**config.mk**
```make
export PLATFORM = sky130hd
export DESIGN_NAME = hilo_mdu_ctrl
export DESIGN_NICKNAME = d
export VERILOG_FILES = /design/src/rtl/hilo_mdu_ctrl_pkg.sv /design/src/rtl/div_radix2_core.sv /design/src/rtl/hilo_mdu_ctrl.sv
export SDC_FILE = /design/constraint.sdc
export NUM_CORES = 2
export LEC_CHECK = 0
export ABC_AREA = 1
export BUFFER_PORTS_ARGS = -buffer_cell sky130_fd_sc_hd__buf_2
export CAP_MARGIN = 40
export CORE_MARGIN = 4
export CORE_UTILIZATION = 38
export DETAILED_ROUTE_END_ITERATION = 8
export GPL_TIMING_DRIVEN = 0
export PLACE_DENSITY = 0.57
export SETUP_SLACK_MARGIN = 0.1
export SLEW_MARGIN = 20
export SYNTH_ARGS = -nofsm -noshare
export SYNTH_HDL_FRONTEND = slang
export SYNTH_SLANG_ARGS = --single-unit
```
**constraint.sdc**
```tcl
create_clock -name clk -period 16.8 [get_ports clk]
set_input_delay 1.68 -clock clk [delete_from_list [all_inputs] [get_ports clk]]
set_output_delay 1.68 -clock clk [all_outputs]
set_load 0.005 [all_outputs]
```
**src/rtl/hilo_mdu_ctrl_pkg.sv**
```systemverilog
// Shared definitions for the HI/LO multiply/divide sequencer.
// Holds the sequencer state encoding, default latencies, the decided divide-by-zero
// result and the R-type funct codes the block decodes.
package hilo_mdu_ctrl_pkg;

  typedef enum logic [2:0] {
    StIdle,
    StMulWait,
    StDivRun,
    StDivFix,
    StDone
  } mdu_state_e;

  localparam int unsigned MulLatDefault  = 2;
  localparam int unsigned DivIterDefault = 32;

  // Divide by zero does not trap: HI gets the dividend, LO gets all ones.
  localparam logic [31:0] DivZeroLo = 32'hFFFF_FFFF;

  // R-type funct field encodings handled here.
  localparam logic [5:0] FunctMthi  = 6'b010001;
  localparam logic [5:0] FunctMtlo  = 6'b010011;
  localparam logic [5:0] FunctMult  = 6'b011000;
  localparam logic [5:0] FunctMultu = 6'b011001;
  localparam logic [5:0] FunctDiv   = 6'b011010;
  localparam logic [5:0] FunctDivu  = 6'b011011;

  // Magnitude of a 32-bit operand; unsigned operands pass through.
  function automatic logic [31:0] abs32(input logic [31:0] v, input logic is_signed);
    return (is_signed && v[31]) ? (~v + 32'd1) : v;
  endfunction

endpackage

```
**src/rtl/div_radix2_core.sv**
```systemverilog
// Unsigned restoring radix-2 divider, one quotient bit per cycle.
// Ports:
//   clk, rst        clock, asynchronous active-high reset
//   start           load dividend/divisor and begin DIV_ITER steps
//   abort           drop any operation in flight
//   dividend        32-bit magnitude dividend
//   divisor         32-bit magnitude divisor (non-zero)
//   last            high during the cycle whose edge performs the final step
//   quot, rem       magnitude quotient and remainder, valid after the final step
module div_radix2_core
  import hilo_mdu_ctrl_pkg::*;
#(
  parameter int unsigned DIV_ITER = DivIterDefault
) (
  input  logic        clk,
  input  logic        rst,
  input  logic        start,
  input  logic        abort,
  input  logic [31:0] dividend,
  input  logic [31:0] divisor,
  output logic        last,
  output logic [31:0] quot,
  output logic [31:0] rem
);

  localparam int unsigned CntW = $clog2(DIV_ITER);

  logic [63:0]     rq_q, rq_d;   // {partial remainder, dividend/quotient}
  logic [31:0]     dvs_q;
  logic [CntW-1:0] cnt_q;
  logic            run_q;
  logic [32:0]     trial;

  // Partial remainder shifted left by one is rq_q[63:31]; it can need 33 bits.
  // A set trial[32] means the subtraction borrowed, so the bit is 0 and we restore.
  assign trial = rq_q[63:31] - {1'b0, dvs_q};

  always_comb begin
    rq_d = {rq_q[62:0], 1'b0};
    if (!trial[32]) begin
      rq_d = {trial[31:0], rq_q[30:0], 1'b1};
    end
  end

  always_ff @(posedge clk or posedge rst) begin
    if (rst) begin
      rq_q  <= '0;
      dvs_q <= '0;
      cnt_q <= '0;
      run_q <= 1'b0;
    end else if (abort) begin
      run_q <= 1'b0;
    end else if (start) begin
      rq_q  <= {32'd0, dividend};
      dvs_q <= divisor;
      cnt_q <= CntW'(DIV_ITER - 1);
      run_q <= 1'b1;
    end else if (run_q) begin
      rq_q  <= rq_d;
      cnt_q <= cnt_q - 1'b1;
      if (cnt_q == '0) begin
        run_q <= 1'b0;
      end
    end
  end

  assign last = run_q && (cnt_q == '0);
  assign quot = rq_q[31:0];
  assign rem  = rq_q[63:32];

endmodule

```
**src/rtl/hilo_mdu_ctrl.sv**
```systemverilog
// Multiply/divide sequencer and owner of the architectural HI/LO registers (E stage).
// Ports:
//   clk, rst        clock, asynchronous active-high reset
//   validE          E-stage instruction valid
//   hilo_opE        E instruction is MULT/MULTU/DIV/DIVU/MTHI/MTLO
//   funct_to_aluE   funct field of the E instruction
//   src_aE, src_bE  forwarded rs / rt operands
//   flushE          exception flush of E; aborts any operation
//   pipe_stall      external stall holding E; defers the HI/LO commit
//   mdu_stallE      hold F/D/E while a multiply or divide is in flight
//   hilo_we         one-cycle pulse; HI/LO written at this edge
//   hi_q, lo_q      architectural HI and LO
//   busy            sequencer not idle
module hilo_mdu_ctrl
  import hilo_mdu_ctrl_pkg::*;
#(
  parameter int unsigned MUL_LAT  = MulLatDefault,
  parameter int unsigned DIV_ITER = DivIterDefault
) (
  input  logic        clk,
  input  logic        rst,
  input  logic        validE,
  input  logic        hilo_opE,
  input  logic [5:0]  funct_to_aluE,
  input  logic [31:0] src_aE,
  input  logic [31:0] src_bE,
  input  logic        flushE,
  input  logic        pipe_stall,
  output logic        mdu_stallE,
  output logic        hilo_we,
  output logic [31:0] hi_q,
  output logic [31:0] lo_q,
  output logic        busy
);

  mdu_state_e  state_q, state_d;
  logic [2:0]  mul_cnt_q;
  logic [32:0] mul_a_q, mul_b_q;
  logic [63:0] pipe_q [MUL_LAT];
  logic [63:0] prod;
  logic        sign_a_q, sign_b_q;
  logic [63:0] res_q, done_res;
  logic        res_is_mul_q;

  logic is_mul, is_div, is_mthi, is_mtlo, is_signed, start;
  logic div_last;
  logic [31:0] div_quot, div_rem;

  assign is_mul    = (funct_to_aluE == FunctMult) || (funct_to_aluE == FunctMultu);
  assign is_div    = (funct_to_aluE == FunctDiv)  || (funct_to_aluE == FunctDivu);
  assign is_mthi   = (funct_to_aluE == FunctMthi);
  assign is_mtlo   = (funct_to_aluE == FunctMtlo);
  assign is_signed = (funct_to_aluE == FunctMult) || (funct_to_aluE == FunctDiv);
  assign start     = validE && hilo_opE && !flushE && (state_q == StIdle);

  div_radix2_core #(
    .DIV_ITER(DIV_ITER)
  ) u_div (
    .clk     (clk),
    .rst     (rst),
    .start   (start && is_div && (src_bE != '0)),
    .abort   (flushE),
    .dividend(abs32(src_aE, is_signed)),
    .divisor (abs32(src_bE, is_signed)),
    .last    (div_last),
    .quot    (div_quot),
    .rem     (div_rem)
  );

  // Low 64 bits of the 33x33 signed product equal the low 64 bits of the
  // same operands sign-extended to 64 bits and multiplied unsigned.
  assign prod = {{31{mul_a_q[32]}}, mul_a_q} * {{31{mul_b_q[32]}}, mul_b_q};

  // Operands stay latched until the next start, so the pipe output is stable in StDone.
  always_ff @(posedge clk or posedge rst) begin
    if (rst) begin
      for (int i = 0; i < MUL_LAT; i++) pipe_q[i] <= '0;
    end else begin
      pipe_q[0] <= prod;
      for (int i = 1; i < MUL_LAT; i++) pipe_q[i] <= pipe_q[i-1];
    end
  end

  assign done_res = res_is_mul_q ? pipe_q[MUL_LAT-1] : res_q;

  always_comb begin
    state_d = state_q;
    unique case (state_q)
      StIdle: begin
        if (start && is_mul) begin
          state_d = StMulWait;
        end else if (start && is_div) begin
          state_d = (src_bE == '0) ? StDone : StDivRun;
        end
      end
      StMulWait: if (mul_cnt_q == '0) state_d = StDone;
      StDivRun:  if (div_last) state_d = StDivFix;
      StDivFix:  state_d = StDone;
      StDone:    if (!pipe_stall) state_d = StIdle;
      default:   state_d = StIdle;
    endcase
    if (flushE) begin
      state_d = StIdle;
    end
  end

  always_comb begin
    mdu_stallE = (start && (is_mul || is_div)) || (state_q == StMulWait) ||
                 (state_q == StDivRun) || (state_q == StDivFix);
    hilo_we    = ((state_q == StDone) && !pipe_stall && !flushE) ||
                 (start && (is_mthi || is_mtlo) && !pipe_stall);
  end

  assign busy = (state_q != StIdle);

  always_ff @(posedge clk or posedge rst) begin
    if (rst) begin
      state_q      <= StIdle;
      mul_cnt_q    <= '0;
      mul_a_q      <= '0;
      mul_b_q      <= '0;
      sign_a_q     <= 1'b0;
      sign_b_q     <= 1'b0;
      res_q        <= '0;
      res_is_mul_q <= 1'b0;
      hi_q         <= '0;
      lo_q         <= '0;
    end else begin
      state_q <= state_d;
      if (start && is_mul) begin
        mul_a_q      <= {is_signed & src_aE[31], src_aE};
        mul_b_q      <= {is_signed & src_bE[31], src_bE};
        mul_cnt_q    <= 3'(MUL_LAT - 1);
        res_is_mul_q <= 1'b1;
      end else if (state_q == StMulWait) begin
        mul_cnt_q <= mul_cnt_q - 1'b1;
      end
      if (start && is_div) begin
        sign_a_q     <= is_signed & src_aE[31];
        sign_b_q     <= is_signed & src_bE[31];
        // Only survives to StDone when the divisor is zero.
        res_q        <= {src_aE, DivZeroLo};
        res_is_mul_q <= 1'b0;
      end else if (state_q == StDivFix) begin
        res_q <= {sign_a_q ? (~div_rem + 32'd1) : div_rem,
                  (sign_a_q ^ sign_b_q) ? (~div_quot + 32'd1) : div_quot};
      end
      if (hilo_we) begin
        if (state_q == StDone) begin
          hi_q <= done_res[63:32];
          lo_q <= done_res[31:0];
        end else if (is_mthi) begin
          hi_q <= src_aE;
        end else begin
          lo_q <= src_aE;
        end
      end
    end
  end

endmodule
```
=== After elaboration in Yosys (flattened, before gate mapping) ===
Index checks and enable logic that the tools add are counted.

* Register bits after elaboration: 433
* Input bits: 76
* Output and inout bits: 67
* Word-level logic and storage cells: 120

* Add/subtract/negate cells: 7
* Multiply operators: 1
* Equal/unequal tests: 15
* Mux-type cells: 32
* Bitwise gates (word level): 8
* Reductions and logical operators: 41

{| class="wikitable"
|+ Operators by type and width
! operator !! count
|-
| $mux W64 || 6
|-
| $mux W32 || 8
|-
| $add A32 B1 Y32 const B || 4
|-
| $not A32 Y32 || 4
|-
| $mul A33 B33 Y64 || 1
|-
| $eq A6 B5 Y1 const B || 6
|-
| $sub A33 B32 Y33 || 1
|-
| $logic_not A32 Y1 || 1
|-
| $reduce_bool A32 Y1 || 1
|-
| $mux W3 || 9
|-
| $pmux W3 S5 || 1
|-
| $logic_and A1 B1 Y1 || 14
|-
| $mux W5 || 2
|-
| $reduce_bool A2 Y1 || 5
|-
| $logic_or A1 B1 Y1 || 9
|-
| $ne A3 B3 Y1 const B || 3
|-
| $reduce_and A2 Y1 || 4
|-
| $eq A3 B2 Y1 const B || 2
|-
| $logic_not A3 Y1 || 2
|-
| $mux W1 || 6
|-
| $logic_not A5 Y1 || 1
|-
| $sub A5 B1 Y5 const B || 1
|-
| $ne A4 B2 Y1 const B || 1
|-
| $reduce_and A4 Y1 || 1
|-
| other kinds (9) || 11
|}

=== Depth between registers and ports, before layout ===
* Depth after elaboration: 8
* Mapped depth: 32
* Mapped depth without buffers: 30

=== Cells and area by module ===
A second synthesis with hierarchy kept.

* Cell total of the unflattened synthesis: 8250
* Area, all modules: 63674.8 um^2

{| class="wikitable"
|+ Modules (own cells, without submodules)
! module !! times used !! cells each !! area an instance (um^2) !! sequential area each (um^2)
|-
| hilo_mdu_ctrl || 1 || 7124 || 56325.3 || 8282.9
|-
| div_radix2_core || 1 || 1126 || 7349.5 || 2552.4
|}

=== Least setup slack after synthesis ===
OpenSTA, ideal clock, no wires.

* Kind: flip-flop to flip-flop
* Start point: register mul_a_q[32]
* End point: register pipe_q[125] in the netlist's numbering
* Library setup time: 0.117 ns
* Data arrival time: 7.001 ns
* Required time: 16.683 ns
* Path slack: 9.682 ns
* Cell stages (with the launch flop): 27
* Buffers on the path: 2
* Period minus slack after synthesis: 7.118 ns
* Cells stage by stage: dfrtp_1 -> clkbuf_1 -> clkbuf_1 -> nand2_1 -> inv_1 -> fa_1 -> inv_1 -> fa_1 -> inv_1 -> fa_1 -> fa_1 -> inv_1 -> fa_1 -> fa_1 -> fa_1 -> fa_1 -> inv_1 -> ha_1 -> a21oi_1 -> nor2_1 -> or2_2 -> a21oi_1 -> nand2_1 -> a21oi_1 -> nand2_1 -> nand2_1 -> nand2_1

* Cells in the longest elaborated chain, start to end: 1

{| class="wikitable"
|+ Ends and longest elaborated chain
! item !! RTL line !! source
|-
| start: declaration || hilo_mdu_ctrl.sv:38 || <nowiki>logic [32:0] mul_a_q, mul_b_q;</nowiki>
|-
| start signal: assignment || hilo_mdu_ctrl.sv:131 || <nowiki>mul_a_q <= {is_signed & src_aE[31], src_aE};</nowiki>
|-
| $mul A33 B33 Y64 || hilo_mdu_ctrl.sv:72 || <nowiki>assign prod = {{31{mul_a_q[32]}}, mul_a_q} * {{31{mul_b_q[32]}}, mul_b_q};</nowiki>
|-
| named net prod[61] || hilo_mdu_ctrl.sv:40 || <nowiki>logic [63:0] prod;</nowiki>
|-
| end: declaration || hilo_mdu_ctrl.sv:39 || <nowiki>logic [63:0] pipe_q [MUL_LAT];</nowiki>
|}

The timed path passes the listed nets, and every way through them passes these cells.
A chain may end at the register's enable or synchronous reset.

=== Worst setup path in the final report ===
* Start point: register mul_a_q[32]
* End point: register pipe_q[123] in the netlist's numbering

Same word-level chain as after synthesis.

==> results.tsv <==
stage	metric	value	unit
cells_and_area	area_delta_synth_final	11.03	%
die	die_h	419.5	microns
power	power	0.004267	W
power	p_per_area	59.72	nW/um^2
clock_tree	htree_num_levels	2	
cells_and_area	multi_input_area	43710	sq um
cells_and_area	utilization	42.59	%
route	firstDrtPassIters	6	
sta	fin_hold_ws	343.5	ps
critical_path	worst-path-max-fanout	10	
placement	globalplace.congestion	1.052	
global_routing	overflow	0	
logic_synthesis	yosysSeqAreaShare	16.84	%
cells_and_area	mostFrequentLayoutCell	nand2_1	
sta	period_needed	10020	ps
route	drt-total-wl	293900	microns
cells_and_area	final_nets	10298	
placement	dpl_cell_area	69670	sq um
die	core_area	167800	sq um
die	fp.dieW	419.5	microns
logic_synthesis	synth_warnings	0	
clock_tree	clk_pin_slew	70	ps
critical_path	max_stage_delay	1070	ps
sta	fin_setup_tns	0	ps
route	vias_per_cell	5.176	
global_routing	grt_pass1_wl	419600	microns
critical_path	endpoint_kind	flip-flop	
cells_and_area	regArea	10840	sq um
clock_tree	cts_tree	yes	
logic_synthesis	postSynthCellCount	8505	
sta	max_slew_margin	35.56	%
sta	fin_crit_sh	59.62	%
clock_tree	cts_resized	0	
cells_and_area	fillers	17610	
cells_and_area	final_cell_area	71460	sq um
global_routing	track_usage	33.64	%
clock_tree	insertion_delay	630	ps
sta	max_clock_freq	99.83	MHz
die	rows	150	
sta	drv_slew	0	
sta	rsz0062_at_grt	false	
clock_tree	clock_path_buffers	3	
global_routing	antenna_found_initial	17	
sta	fin_skew	25.64	ps
global_routing	grt_pass1_vias	59300	
critical_path	slowest_stage	fa_1	
clock_tree	post_cts_buffers	0	
die	dieArea	176000	sq um
logic_synthesis	ys_seq_elements	433	
sta	hold_viol	0	
logic_synthesis	netlist_area	64360	sq um
route	drc	0	
logic_synthesis	synth_cell_types	54	
clock_tree	cts-hold-fix-buffers	0	
route	vias	57404	
critical_path	cp_top_family	adder cells	
power	ir_worst_vdd	0.07036	mV
critical_path	cpMostUsedCell	fa_1	
critical_path	startpoint_type	flip-flop	
sta	setup_viol	0	
critical_path	worst-path-buf-inv	9	
sta	tightest_slew	966.6	ps
placement	portBuffers	142	
global_routing	grt_max_degree	111	
route	avgRoutedWirePerCell	26.50	microns
critical_path	critPathKind	flip-flop to flip-flop	
outcome	status	completed	
clock_tree	numCtsBuffers	46	
hold_path	hp-class	flip-flop to flip-flop	
run	maxCapViolCount	0	
logic_synthesis	avgSynthCellArea	7.567	sq um
cells_and_area	drive_above_1_share	5.744	%
route	ant_nets	0	
logic_synthesis	synthFlopType	dfrtp_1	
clock_tree	clock-sinks	433	
critical_path	cp.arrival	10520	ps
clock_tree	root_buffer	clkbuf_16	
route	drt_iter0_drc	6161	
logic_synthesis	synth_edf_count	0	
critical_path	worst_ep_required_time	17300	ps
logic_synthesis	async_flop_share	100.0	%
die	num_io_pins	143	
placement	dp_hpwl	252800	microns
cells_and_area	final_cell_mix	nand2_1 (2,448), inv_1 (2,189), fa_1 (1,125)	
die	start_util	38.36	%
power	p_leak	40.92	nW
logic_synthesis	synthesis.nets	9959	
-- where the power goes --
group          total [W]  internal [W]  leakage, nW  switching (W)
Combinational    0.00181      0.000500         34.5        0.00131
Sequential       0.00131       0.00122         5.66      0.0000931
Clock            0.00115      0.000678        0.801       0.000470
-- kinds of logic after synthesis --
kind of cell | Yosys count | share of synthesized area, %
AOI/OAI and AO/OA | 639 | 5.298
xor gates and xnor gates | 124 | 1.687
adders and majority gates | 1378 | 39.92
buffers and inverters | 2589 | 15.26
DFF | 433 | 16.84
muxes | 3 | 0.05249
and+or+nand+nor | 3339 | 20.95
-- cells in the mapped netlist (4+ instances only) --
| cell type | instances | share of area, % |
|---|---|---|
| nor2_4 | 5 | 0.087 |
| o21ai_0 | 375 | 2.9 |
| nor2_2 | 10 | 0.097 |
| nand2_2 | 4 | 0.039 |
| nand4_1 | 54 | 0.52 |
| nand3_2 | 6 | 0.093 |
| o221ai_1 | 7 | 0.095 |
| nand2_1 | 2448 | 14 |
| buf_4 | 6 | 0.070 |
| inv_2 | 9 | 0.052 |
| a21oi_1 | 137 | 1.1 |
| a31oi_1 | 10 | 0.097 |
| dfrtp_1 | 433 | 17 |
| o21bai_1 | 22 | 0.26 |
| buf_1 | 12 | 0.070 |
| xor2_1 | 100 | 1.4 |
| inv_1 | 2190 | 13 |
| o211ai_1 | 15 | 0.17 |
| nand2_4 | 6 | 0.10 |
| clkbuf_1 | 325 | 1.9 |
| nand3b_1 | 13 | 0.15 |
| nand3_1 | 349 | 2.7 |
| o21ai_1 | 42 | 0.33 |
| buf_2 | 41 | 0.32 |
| nor4_1 | 6 | 0.058 |
| xnor2_1 | 24 | 0.33 |
| or2_2 | 17 | 0.17 |
| ha_1 | 252 | 4.9 |
| o22ai_1 | 13 | 0.13 |
| nor3_1 | 33 | 0.26 |
| nor2_1 | 377 | 2.2 |
| fa_1 | 1126 | 35 |
-- cell type report --
class	instances	share of cell area, %
timing repair buffer	291	3.656
antenna	7	0.02451
multi-input combinational	5483	61.17
clock buffer	62	1.793
buffer	387	2.206
tap	2204	3.859
inverter	2202	11.58
sequential	433	15.16
clock inverter	21	0.5481
-- worst reg2reg max path, delay by kind of cell (launching register included) --
family	cells	cell delay [ps]
AOI/OAI and AO/OA	1	280
and+or+nand+nor	7	1770
adders and majority gates	9	5200
DFF	1	330
buffers and inverters	9	2300
-- sequential cells by signal, indices dropped and copies added, names as in the netlist --
signal / cells
pipe_q: 128
res_q: 64
u_div.rq_q: 64
mul_a_q: 33
mul_b_q: 33
hi_q: 32
lo_q: 32
u_div.dvs_q: 32
u_div.cnt_q: 5
mul_cnt_q: 3
state_q: 3
res_is_mul_q: 1
sign_a_q: 1
sign_b_q: 1
u_div.run_q: 1
-- routing by layer --
metal  track usage, %  up-vias  share of wire (%)
met3            6.119      711                8.7
met2            52.60     2836                 44
met4            22.04        6                8.5
met1            42.83    28567                 39
met5                0        -              0.012
li1                 -    25284                  -
-- path summary, 6_finish.rpt --
path                        startpoint          end  slack, ps  cells after the start
min                         pipe_q[91]   pipe_q[27]        340                      0
max reg2reg                mul_a_q[32]  pipe_q[123]       6780                     26
max                        mul_a_q[32]  pipe_q[123]       6780                     26
min reg2reg                 pipe_q[91]   pipe_q[27]        340                      0
min in group asynchronous          rst  mul_b_q[14]       1030                      2
max in group asynchronous          rst  pipe_q[120]      13480                      6
-- stage by stage --
stage / worst slack, ps / std cells
3_3_place_gp: -1948 / 10851
5_1_grt: 6547 / 11084
3_5_place_dp: 6817 / 10991
4_1_cts: 6778 / 11074
2_1_floorplan: 3060 / 8505
6_report: 6783 / 11090
No activity file was read; power rests on OpenSTA's default activity.
